$ cat src/rtl/mmio_uart_pkg.sv
// Shared definitions for the memory-mapped UART transmitter: register
// offsets, STATUS bit positions and the TX state encoding.
// Optional build macro: MMIO_UART_PARITY_EN (adds an even-parity bit).
package mmio_uart_pkg;

  // Word offsets inside the 16-byte register window (adr[3:2])
  localparam logic [1:0] OFF_TXDATA  = 2'd0;
  localparam logic [1:0] OFF_STATUS  = 2'd1;
  localparam logic [1:0] OFF_BAUDDIV = 2'd2;

  // STATUS register layout
  localparam int ST_BUSY_BIT  = 0;
  localparam int ST_FULL_BIT  = 1;
  localparam int ST_EMPTY_BIT = 2;
  localparam int ST_OVF_BIT   = 3;
  localparam int ST_CNT_LSB   = 4;

  // Three bits so the optional PARITY state fits without re-encoding
  typedef enum logic [2:0] {
    TX_IDLE   = 3'd0,
    TX_START  = 3'd1,
    TX_DATA   = 3'd2,
    TX_PARITY = 3'd3,
    TX_STOP   = 3'd4
  } tx_state_e;

  // A divisor of zero would never advance the bit counter; run it as 1
  function automatic logic [15:0] eff_div(input logic [15:0] d);
    return (d == 16'd0) ? 16'd1 : d;
  endfunction

endpackage

$ cat src/rtl/mmio_uart_tx_fifo.sv
// Synchronous FIFO for the TX path. Push while full and pop while empty are
// ignored; full is judged on the registered count, before any same-cycle pop.
module uart_fifo #(
  parameter int DATA_W = 8,
  parameter int DEPTH  = 4
) (
  input  logic                       clk,
  input  logic                       reset,
  input  logic                       push_i,
  input  logic [DATA_W-1:0]          din_i,
  input  logic                       pop_i,
  output logic [DATA_W-1:0]          dout_o,
  output logic                       full_o,
  output logic                       empty_o,
  output logic [$clog2(DEPTH):0]     count_o
);

  localparam int AW = $clog2(DEPTH);
  localparam int CW = AW + 1;

  logic [DATA_W-1:0] mem_q [DEPTH];
  logic [AW-1:0]     wr_ptr_q, rd_ptr_q;
  logic [CW-1:0]     count_q;
  logic              push_ok, pop_ok;

  assign full_o   = (count_q == CW'(DEPTH));
  assign empty_o  = (count_q == '0);
  assign count_o  = count_q;
  assign push_ok  = push_i & ~full_o;
  assign pop_ok   = pop_i & ~empty_o;
  assign dout_o   = mem_q[rd_ptr_q];

  // Storage array: data only, no reset needed
  always_ff @(posedge clk) begin
    if (push_ok) mem_q[wr_ptr_q] <= din_i;
  end

  // Pointers wrap naturally at DEPTH; count tracks occupancy
  always_ff @(posedge clk or posedge reset) begin
    if (reset) begin
      wr_ptr_q <= '0;
      rd_ptr_q <= '0;
      count_q  <= '0;
    end else begin
      if (push_ok) wr_ptr_q <= wr_ptr_q + AW'(1);
      if (pop_ok)  rd_ptr_q <= rd_ptr_q + AW'(1);
      case ({push_ok, pop_ok})
        2'b10:   count_q <= count_q + CW'(1);
        2'b01:   count_q <= count_q - CW'(1);
        default: count_q <= count_q;
      endcase
    end
  end

endmodule

$ cat src/rtl/mmio_uart_tx.sv
// Memory-mapped UART transmitter for the multicycle MIPS data port.
// Register window at BASE_ADDR: TXDATA, STATUS, BAUDDIV. Bytes are queued in
// a small FIFO and shifted out on txd as 8N1 frames (8E1 when the build macro
// MMIO_UART_PARITY_EN is defined). txd is registered, so it trails the FSM
// state by one cycle.
module mmio_uart_tx
  import mmio_uart_pkg::*;
#(
  parameter logic [31:0] BASE_ADDR   = 32'hFFFF_0000,
  parameter int          FIFO_DEPTH  = 4,
  parameter logic [15:0] DEFAULT_DIV = 16'd434
) (
  input  logic        clk,
  input  logic        reset,
  input  logic [31:0] adr,
  input  logic [31:0] writedata,
  input  logic        memwrite,
  output logic [31:0] readdata,
  output logic        hit,
  output logic        txd,
  output logic        busy
);

  localparam int CW = $clog2(FIFO_DEPTH) + 1;

  logic [1:0]    off;
  logic          wr_tx, wr_status, wr_div;
  logic          fifo_full, fifo_empty, pop;
  logic [7:0]    fifo_dout;
  logic [CW-1:0] fifo_count;
  logic [3:0]    cnt_field;
  logic          unused_bits;

  tx_state_e     state_q, state_d;
  logic [15:0]   cnt_q, cnt_d;
  logic [15:0]   div_lat_q, div_lat_d;
  logic [2:0]    idx_q, idx_d;
  logic [7:0]    sh_q, sh_d;
  logic          txd_q, txd_d;
  logic [15:0]   div_q, div_d;
  logic          ovf_q, ovf_d;
  logic          bit_done;
  logic [15:0]   reload;

  assign hit         = (adr[31:4] == BASE_ADDR[31:4]);
  assign off         = adr[3:2];
  assign wr_tx       = memwrite & hit & (off == OFF_TXDATA);
  assign wr_status   = memwrite & hit & (off == OFF_STATUS);
  assign wr_div      = memwrite & hit & (off == OFF_BAUDDIV);
  assign busy        = (state_q != TX_IDLE);
  assign txd         = txd_q;
  assign cnt_field   = 4'(fifo_count);
  assign bit_done    = (cnt_q == 16'd0);
  assign reload      = div_lat_q - 16'd1;
  assign unused_bits = ^{adr[1:0], writedata[31:16]};

  uart_fifo #(
    .DATA_W (8),
    .DEPTH  (FIFO_DEPTH)
  ) u_fifo (
    .clk     (clk),
    .reset   (reset),
    .push_i  (wr_tx),
    .din_i   (writedata[7:0]),
    .pop_i   (pop),
    .dout_o  (fifo_dout),
    .full_o  (fifo_full),
    .empty_o (fifo_empty),
    .count_o (fifo_count)
  );

  // Register read mux: purely combinational from the address, no side effects
  always_comb begin
    readdata = '0;
    if (hit) begin
      case (off)
        OFF_STATUS: begin
          readdata[ST_BUSY_BIT]          = busy;
          readdata[ST_FULL_BIT]          = fifo_full;
          readdata[ST_EMPTY_BIT]         = fifo_empty;
          readdata[ST_OVF_BIT]           = ovf_q;
          readdata[ST_CNT_LSB +: 4]      = cnt_field;
        end
        OFF_BAUDDIV: readdata[15:0] = div_q;
        default:     readdata = '0;
      endcase
    end
  end

  // Next value of the software-visible divisor and sticky overflow flag
  always_comb begin
    div_d = div_q;
    ovf_d = ovf_q;
    if (wr_div) div_d = writedata[15:0];
    if (wr_status && writedata[ST_OVF_BIT]) ovf_d = 1'b0;
    if (wr_tx && fifo_full) ovf_d = 1'b1;
  end

  // Software-visible control registers
  always_ff @(posedge clk or posedge reset) begin
    if (reset) begin
      div_q <= DEFAULT_DIV;
      ovf_q <= 1'b0;
    end else begin
      div_q <= div_d;
      ovf_q <= ovf_d;
    end
  end

  // TX FSM: next state, bit timing and the line level for the current state
  always_comb begin
    state_d   = state_q;
    cnt_d     = cnt_q;
    div_lat_d = div_lat_q;
    idx_d     = idx_q;
    sh_d      = sh_q;
    pop       = 1'b0;
    txd_d     = 1'b1;
    case (state_q)
      TX_IDLE: begin
        if (!fifo_empty) begin
          pop       = 1'b1;
          sh_d      = fifo_dout;
          div_lat_d = eff_div(div_q);
          cnt_d     = eff_div(div_q) - 16'd1;
          idx_d     = 3'd0;
          state_d   = TX_START;
        end
      end
      TX_START: begin
        txd_d = 1'b0;
        if (bit_done) begin
          cnt_d   = reload;
          idx_d   = 3'd0;
          state_d = TX_DATA;
        end else begin
          cnt_d = cnt_q - 16'd1;
        end
      end
      TX_DATA: begin
        txd_d = sh_q[idx_q];
        if (bit_done) begin
          cnt_d = reload;
          idx_d = idx_q + 3'd1;
          if (idx_q == 3'd7) begin
`ifdef MMIO_UART_PARITY_EN
            state_d = TX_PARITY;
`else
            state_d = TX_STOP;
`endif
          end
        end else begin
          cnt_d = cnt_q - 16'd1;
        end
      end
`ifdef MMIO_UART_PARITY_EN
      TX_PARITY: begin
        txd_d = ^sh_q;
        if (bit_done) begin
          cnt_d   = reload;
          state_d = TX_STOP;
        end else begin
          cnt_d = cnt_q - 16'd1;
        end
      end
`endif
      TX_STOP: begin
        txd_d = 1'b1;
        if (bit_done) begin
          state_d = TX_IDLE;
        end else begin
          cnt_d = cnt_q - 16'd1;
        end
      end
      default: state_d = TX_IDLE;
    endcase
  end

  // TX FSM control registers and the registered serial output
  always_ff @(posedge clk or posedge reset) begin
    if (reset) begin
      state_q   <= TX_IDLE;
      cnt_q     <= '0;
      div_lat_q <= '0;
      idx_q     <= '0;
      txd_q     <= 1'b1;
    end else begin
      state_q   <= state_d;
      cnt_q     <= cnt_d;
      div_lat_q <= div_lat_d;
      idx_q     <= idx_d;
      txd_q     <= txd_d;
    end
  end

  // Shift byte: data only, loaded at frame start
  always_ff @(posedge clk) begin
    sh_q <= sh_d;
  end

endmodule

$ cat config.mk
export PLATFORM = sky130hd
export DESIGN_NAME = mmio_uart_tx
export DESIGN_NICKNAME = d
export VERILOG_FILES = /design/src/rtl/mmio_uart_pkg.sv /design/src/rtl/mmio_uart_tx_fifo.sv /design/src/rtl/mmio_uart_tx.sv
export SDC_FILE = /design/constraint.sdc
export NUM_CORES = 1
export LEC_CHECK = 0
export CAP_MARGIN = 30
export CORE_AREA = 4 4 125 127
export DETAILED_ROUTE_END_ITERATION = 6
export DIE_AREA = 0 0 129 131
export PLACE_DENSITY = 0.62
export SETUP_SLACK_MARGIN = 0.2
export SLEW_MARGIN = 10
export SYNTH_ARGS = -nofsm -noshare
export SYNTH_HDL_FRONTEND = slang
export SYNTH_HIERARCHICAL = 1
export SYNTH_SLANG_ARGS = --single-unit
$ cat constraint.sdc
create_clock -name clk -period 3.1 [get_ports clk]
set_input_delay 0.31 -clock clk [delete_from_list [all_inputs] [get_ports clk]]
set_output_delay 0.31 -clock clk [all_outputs]
set_load 0.01 [all_outputs]
==> results_dict.tcl, run 1 <==
set metrics [dict create \
    initial_core_util_pct 39.75 \
    portBuffers 67 \
    yosysSeqAreaShare_pct 48.58 \
    place_congestion 0.8427 \
    slew_headroom_pct 50.54 \
    maxCapViolCount 0 \
    rows 44 \
    clkPwrFrac_pct 41.0 \
    clockBufferDepth 2 \
    hold_class "primary input to async pin" \
    cts.clk_slew.worst_paths_ps 80 \
    max_freq_mhz 356.8 \
    path_max_fanout 7 \
    antenna_left 0 \
    antenna_found_initial 0 \
    drive_gt1_share_pct 15.30 \
    grt_use_total_pct 16.40 \
    crit_family "buffers and inverters" \
    synthDistinctLibCells 66 \
    slowest_delay_ps 560 \
    arrival_ps 2490 \
    yosys_warnings 6 \
    p_switching_w 0.0006523 \
    insertion_delay_ps 350 \
    cts.sink_count 103 \
    end_kind "output pin" \
    utilization_pct 48.27 \
    synth_edf_count 40 \
    hold_viol_final 0 \
    worst_slew_pin_slew_ps 741.8 \
    synthFlopType "dfrtp_1" \
    swShare_pct 23.30 \
    async_flop_share_pct 61.17 \
    routed_wl_um 13300 \
    crit_chain "clkdlybuf4s50_1 -> nor4_1 -> nand4_1 -> nor4_4 -> buf_4 -> nand2_1 -> nor2_1 -> clkdlybuf4s50_1" \
    grt-ovfl-total 0 \
    ys_ff_latch 103 \
    nets 697 \
    coreArea_mm2 0.01442 \
    path_class "primary input to output pin" \
    crit_buf_inv 3 \
    first_pass_iters 5 \
    die-area_mm2 0.01690 \
    clock_skew_ps 9.431 \
    worst_slack_ps 297.6 \
    area_growth_pct 21.45 \
    holdWs_ps 233.9 \
    worst_path_most_repeated_cell "clkdlybuf4s50_1" \
    cts_root_buffer "clkbuf_16" \
    grt_first_pass_wirelength_um 22000 \
    setup_tns_ps 0 \
    viasPerCell 5.391 \
    rsz0062_at_grt "yes" \
    required_ps 2790 \
    vias 4340 \
    seqPwrFrac_pct 53.4 \
    hpwl_um 9879 \
    hold_buffers 0 \
    intPower_w 0.002147 \
    grt_max_degree 57 \
    place_worst_setup_slack_ps 151.3 \
    finalPower_w 0.002799 \
    combPwrFrac_pct 5.5 \
    slowest_stage "clkdlybuf4s50_1" \
    period_needed_ps 2802 \
    ios 102 \
    start_kind "primary input" \
    netlist_area_mm2 0.005733 \
    cts_max_level 3 \
    diodes 0 \
    drcViolationCount 0 \
    p_leak_nw 2.942 \
    die_h_um 131 \
    status "finished clean" \
    nFillCells 1337 \
    ir_drop_mv 0.2550 \
    cts_buffers 9 \
    cts_tree "yes" \
    grt_pass1_vias 4320 \
    finalSetupViolations 0 \
    fin_crit_sh_pct 90.40 \
    syn-instance-count 535 \
    avgSynthCellArea_um2 10.72 \
    drv_slew 0 \
    fp.dieW_um 129 \
    wl_per_cell_um 16.52 \
    powerDensity_mw_per_mm2 402.0 \
    drt_iter0_drc 209 \
]
-- cell usage after synthesis (all sizes together), types with 3 or more instances --
cell / n / share of area (%)
o21ai: 35 / 3.1
edfxtp: 40 / 21
nor4b: 3 / 0.94
a211oi: 3 / 0.39
nor3: 16 / 1.4
dfstp: 6 / 2.7
nor3b: 4 / 0.72
xnor2: 11 / 1.7
xor2: 20 / 3.1
mux2: 18 / 4.3
dfrtp: 57 / 25
nand2b: 3 / 0.33
mux4: 10 / 3.9
nor2: 44 / 2.9
a21oi: 19 / 1.9
o22ai: 6 / 0.65
clkbuf: 8 / 0.52
nand2: 79 / 5.2
inv: 16 / 1.0
nand3b: 4 / 0.52
ha: 13 / 2.8
buf: 28 / 3.3
nor4: 11 / 1.9
nand4b: 3 / 0.46
nand3: 7 / 0.83
and3: 11 / 1.2
nand4: 10 / 1.2
and2: 7 / 0.85
a22oi: 10 / 1.3
-- registers in the layout, indices dropped and copies added (netlist names) --
name             cells
u_fifo/count_o       3
ovf_q                1
sh_q                 8
div_lat_q           16
u_fifo/wr_ptr_q      2
state_q              3
u_fifo/mem_q        32
txd                  1
u_fifo/rd_ptr_q      2
idx_q                3
div_q               16
cnt_q               16
-- power groups by stage --
stage / Clock [W] / Combinational (W) / Sequential, W
after detailed placement: 0 / 0.000157 / 0.00153
after floorplan: 0 / 0.0000880 / 0.00152
final: 0.00115 / 0.000155 / 0.00150
after global routing: 0.00124 / 0.000173 / 0.00150
after global placement: 0 / 0.000154 / 0.00153
after CTS: 0.00118 / 0.000158 / 0.00150
-- what timing repair did --
action                     in CTS  in global routing
hold endpoints to repair        0                  0
buffers inserted                0                  2
setup endpoints to repair       7                  7
gates resized for setup         0                  1
pin swaps                       1                  0
-- final cells by class --
type,count,area [um2],share of cell area [%]
Clock inverter,7,78.83,1.132
Multi-Input combinational cell,395,2733,39.25
Clock buffer,9,225.2,3.235
Timing Repair Buffer,91,850.8,12.22
Sequential cell,103,2785,40.00
Tap cell,184,230.2,3.306
Inverter,16,60.06,0.8625
-- cells in the final DEF, fill, tap and decap left out, types with 3 or more instances in the layout --
master            n
edfxtp_1         40
a22oi_1          10
nand2_1          79
clkbuf_16         9
and3_1           11
o22ai_1           6
nand3_1           6
nor4_1            7
mux4_2           10
o21ai_0          34
nor2_1           44
conb_1           16
dfrtp_1          57
mux2_4           11
buf_4            24
nor3_1           16
a21oi_1          17
nand3b_1          4
inv_8             4
xor2_1           20
dfstp_2           6
clkdlybuf4s50_1  67
nand4b_1          3
and2_2            4
inv_1            15
mux2_2            7
xnor2_1          11
nand4_1           9
and2_1            3
ha_1             13
nand2b_1          3
nor3b_1           3
-- final timing paths --
kind / startpoint / endpoint / slack (ps) / cells after the start
worst max-delay path: adr[5] / readdata[0] / 300 / 8
worst min-delay path: reset / u_fifo/wr_ptr_q[0]$_DFFE_PP0P_ / 230 / 2
worst max register to register: u_fifo/count_o[1]$_DFFE_PP0P_ / u_fifo/count_o[2]$_DFFE_PP0P_ / 440 / 12
worst min register to register: div_lat_q[15]$_DFFE_PP0P_ / div_lat_q[15]$_DFFE_PP0P_ / 510 / 2
max in group asynchronous: reset / cnt_q[11]$_DFFE_PP0P_ / 2100 / 3
min in group clk: div_lat_q[15]$_DFFE_PP0P_ / div_lat_q[15]$_DFFE_PP0P_ / 510 / 2
-- stage by stage --
stage	std cells	instance area [um2]
3_3_place_gp	787	6639
2_1_floorplan	550	5792
3_5_place_dp	787	6639
4_1_cts	803	6943
5_1_grt	805	6963
6_report	805	6963
-- worst register-to-register path: stages, from the launching register on --
cell and delay, ps:
dfrtp_1 480, nor3_1 140, nor3b_1 180, a211oi_2 300, nand2_1 120, inv_1 130, o31a_2 190, ha_1 190
inv_1 60, fa_1 370, xor2_1 150, nor2_1 120, xor2_1 150
-- metal layers --
| metal | part of all wire, % | global-route usage, % |
|---|---|---|
| met5 | 0 | 0 |
| met4 | 2.2 | 6.856 |
| met3 | 4.6 | 2.236 |
| met2 | 47 | 26.62 |
| met1 | 46 | 22.20 |
-- kinds of logic (layout without fill, tap and decap cells) --
kind of cell / Yosys count / count (layout) / synth area share (%)
simple gates: 209 / 209 / 19.47
flops: 103 / 103 / 48.58
compound gates: 95 / 95 / 10.61
buf+inv: 52 / 123 / 4.823
xor+xnor: 31 / 31 / 4.736
mux: 30 / 30 / 8.534
fa+ha+maj: 14 / 14 / 3.186
other cells: 1 / 16 / 0.06541
(Power assumes the default switching activity.)
==> run 2, diff against run 1 <==
--- a/config.mk
+++ b/config.mk
@@ -6,9 +6,9 @@
 export NUM_CORES = 1
 export LEC_CHECK = 0
 export CAP_MARGIN = 30
-export CORE_AREA = 4 4 125 127
+export CORE_AREA = 2 2 142 109
 export DETAILED_ROUTE_END_ITERATION = 6
-export DIE_AREA = 0 0 129 131
+export DIE_AREA = 0 0 144 111
 export PLACE_DENSITY = 0.62
 export SETUP_SLACK_MARGIN = 0.2
 export SLEW_MARGIN = 10
==> run 2 against run 1 <==
Against the previous run:
- wire length down 1.3%
- largest power group unchanged
- count of clock-buffer cells in the layout up 1
- global-route usage up 1.0 points
==> results_dict.tcl, run 2 (synthesized netlist as in run 1, its figures left out) <==
set metrics [dict create \
    rsz0062_at_grt "no" \
    hold_buffers 0 \
    cts_buffers 9 \
    cts_tree "yes" \
    slew_headroom_pct 53.49 \
    arrival_ps 2440 \
    grt_pass1_vias 4339 \
    cts.clk_slew.worst_paths_ps 70 \
    ios 102 \
    area_growth_pct 23.00 \
    placed_area_mm2 0.006725 \
    period_needed_ps 2746 \
    start_kind "primary input" \
    first_pass_iters 5 \
    grt_first_pass_wirelength_um 21790 \
    cts_root_buffer "clkbuf_16" \
    worst_slew_pin_slew_ps 692.3 \
    drv_slew 0 \
    final_common_cell "nand2_1" \
    die-area_mm2 0.01598 \
    viasPerCell 5.138 \
    largest_reg_flops 32 \
    worstSetupStartpoint "adr[5]" \
    fp.dieW_um 144 \
    insertion_delay_ps 360 \
    p_leak_nw 3.001 \
    path_class "primary input to output pin" \
    vias 4275 \
    die_h_um 111 \
    initial_core_util_pct 38.77 \
    place_congestion 0.8637 \
    portBuffers 67 \
    wl_per_cell_um 15.78 \
    drive_gt1_share_pct 16.43 \
    path_max_fanout 7 \
    grt-ovfl-total 0 \
    routed_wl_um 13130 \
    final_cell_mix "79 x nand2_1, 66 x clkdlybuf4s50_1, 57 x dfrtp_1" \
    finalPower_w 0.002817 \
    drt_iter0_drc 344 \
    hold_class "primary input to async pin" \
    antenna_left 0 \
    end_kind "output pin" \
    diodes 0 \
    finalSetupViolations 0 \
    hold_viol_final 0 \
    ir_drop_mv 0.3004 \
    grt_max_degree 30 \
    antenna_found_initial 0 \
    max_freq_mhz 364.2 \
    hpwl_um 9835 \
    nFillCells 1358 \
    fin_crit_sh_pct 88.57 \
    maxCapViolCount 0 \
    cts_setup_buffers 0 \
    cts_max_level 3 \
    reg2reg_from "div_q[8]$_DFFE_PP1P_" \
    final_area_mm2 0.007052 \
    clock_skew_ps 7.084 \
    status "finished clean" \
    drcViolationCount 0 \
    rows 39 \
    clockBufferDepth 2 \
    nets 703 \
    powerDensity_mw_per_mm2 399.5 \
    regMostFlops "u_fifo/mem_q" \
    setup_tns_ps 0 \
    grt_use_total_pct 17.41 \
    coreArea_mm2 0.01479 \
    cts.sink_count 103 \
    required_ps 2790 \
]
## run 2: changes by cell type in the layout (fill, tap and decap cells not counted), moves of 2 or more
cell / before / now
buf_4: 24 / 30
inv_6: 1 / 3
inv_8: 4 / 1
nor4_1: 7 / 5
nor4_2: 2 / 4
## run 2: worst paths after layout
check / end / slack (ps) / depth (start not counted)
worst max register to register: cnt_q[14]$_DFFE_PP0P_ / 420 / 10
min in group clk: div_lat_q[15]$_DFFE_PP0P_ / 500 / 2
worst min-delay path: u_fifo/count_o[2]$_DFFE_PP0P_ / 240 / 2
worst min register to register: div_lat_q[15]$_DFFE_PP0P_ / 500 / 2
worst max-delay path: readdata[2] / 350 / 8
max in group asynchronous: div_q[4]$_DFFE_PP1P_ / 1950 / 3
## run 2: per-layer routing
metal / wire [um] / global-route usage (%) / share of wire [%] / up-vias
met5: 0 / 0 / 0 / -
met3: 822 / 4.320 / 6.3 / 10
li1: - / - / - / 2083
met4: 111 / 3.333 / 0.85 / 0
met2: 5796 / 26.06 / 44 / 137
met1: 6398 / 25.85 / 49 / 2045
## run 2: area by class of cell
type | instances | area, um2 | share of cell area, %
Multi-Input combinational cell | 395 | 2750 | 39.00
Clock buffer | 10 | 229.0 | 3.247
Inverter | 16 | 60.06 | 0.8517
Tap cell | 205 | 256.5 | 3.637
Clock inverter | 6 | 72.57 | 1.029
Sequential cell | 103 | 2785 | 39.50
Timing Repair Buffer | 97 | 898.4 | 12.74
## run 2: stage by stage
step           hold slack [ps]  setup WS [ps]  cells  utilization [%]
2_1_floorplan            113.4          276.3    550                -
5_1_grt                  266.6          222.8    832            47.69
3_5_place_dp             488.0          100.4    816            45.49
6_report                 236.2          354.4    832            47.69
3_3_place_gp             485.0          142.3    816            45.49
4_1_cts                  243.1          209.5    832            47.56
## run 2: what timing repair did
item / CTS / global route
pin swaps: 0 / 2
endpoints found under the setup margin: 4 / 20
resized for setup: 1 / 4
## run 2: where the power goes
part,total [W],internal [W],switching [W]
Clock,0.00116,0.000640,0.000524
Combinational,0.000157,0.0000944,0.0000625
Sequential,0.00150,0.00148,0.0000218
## run 2: worst max-delay path, stage by stage
cell and delay [ps]:
clkdlybuf4s50_1 400, nor4_1 300, nand4_1 210, nor4_4 220, buf_4 170, nand2_1 130, nor2_1 150, clkdlybuf4s50_1 550
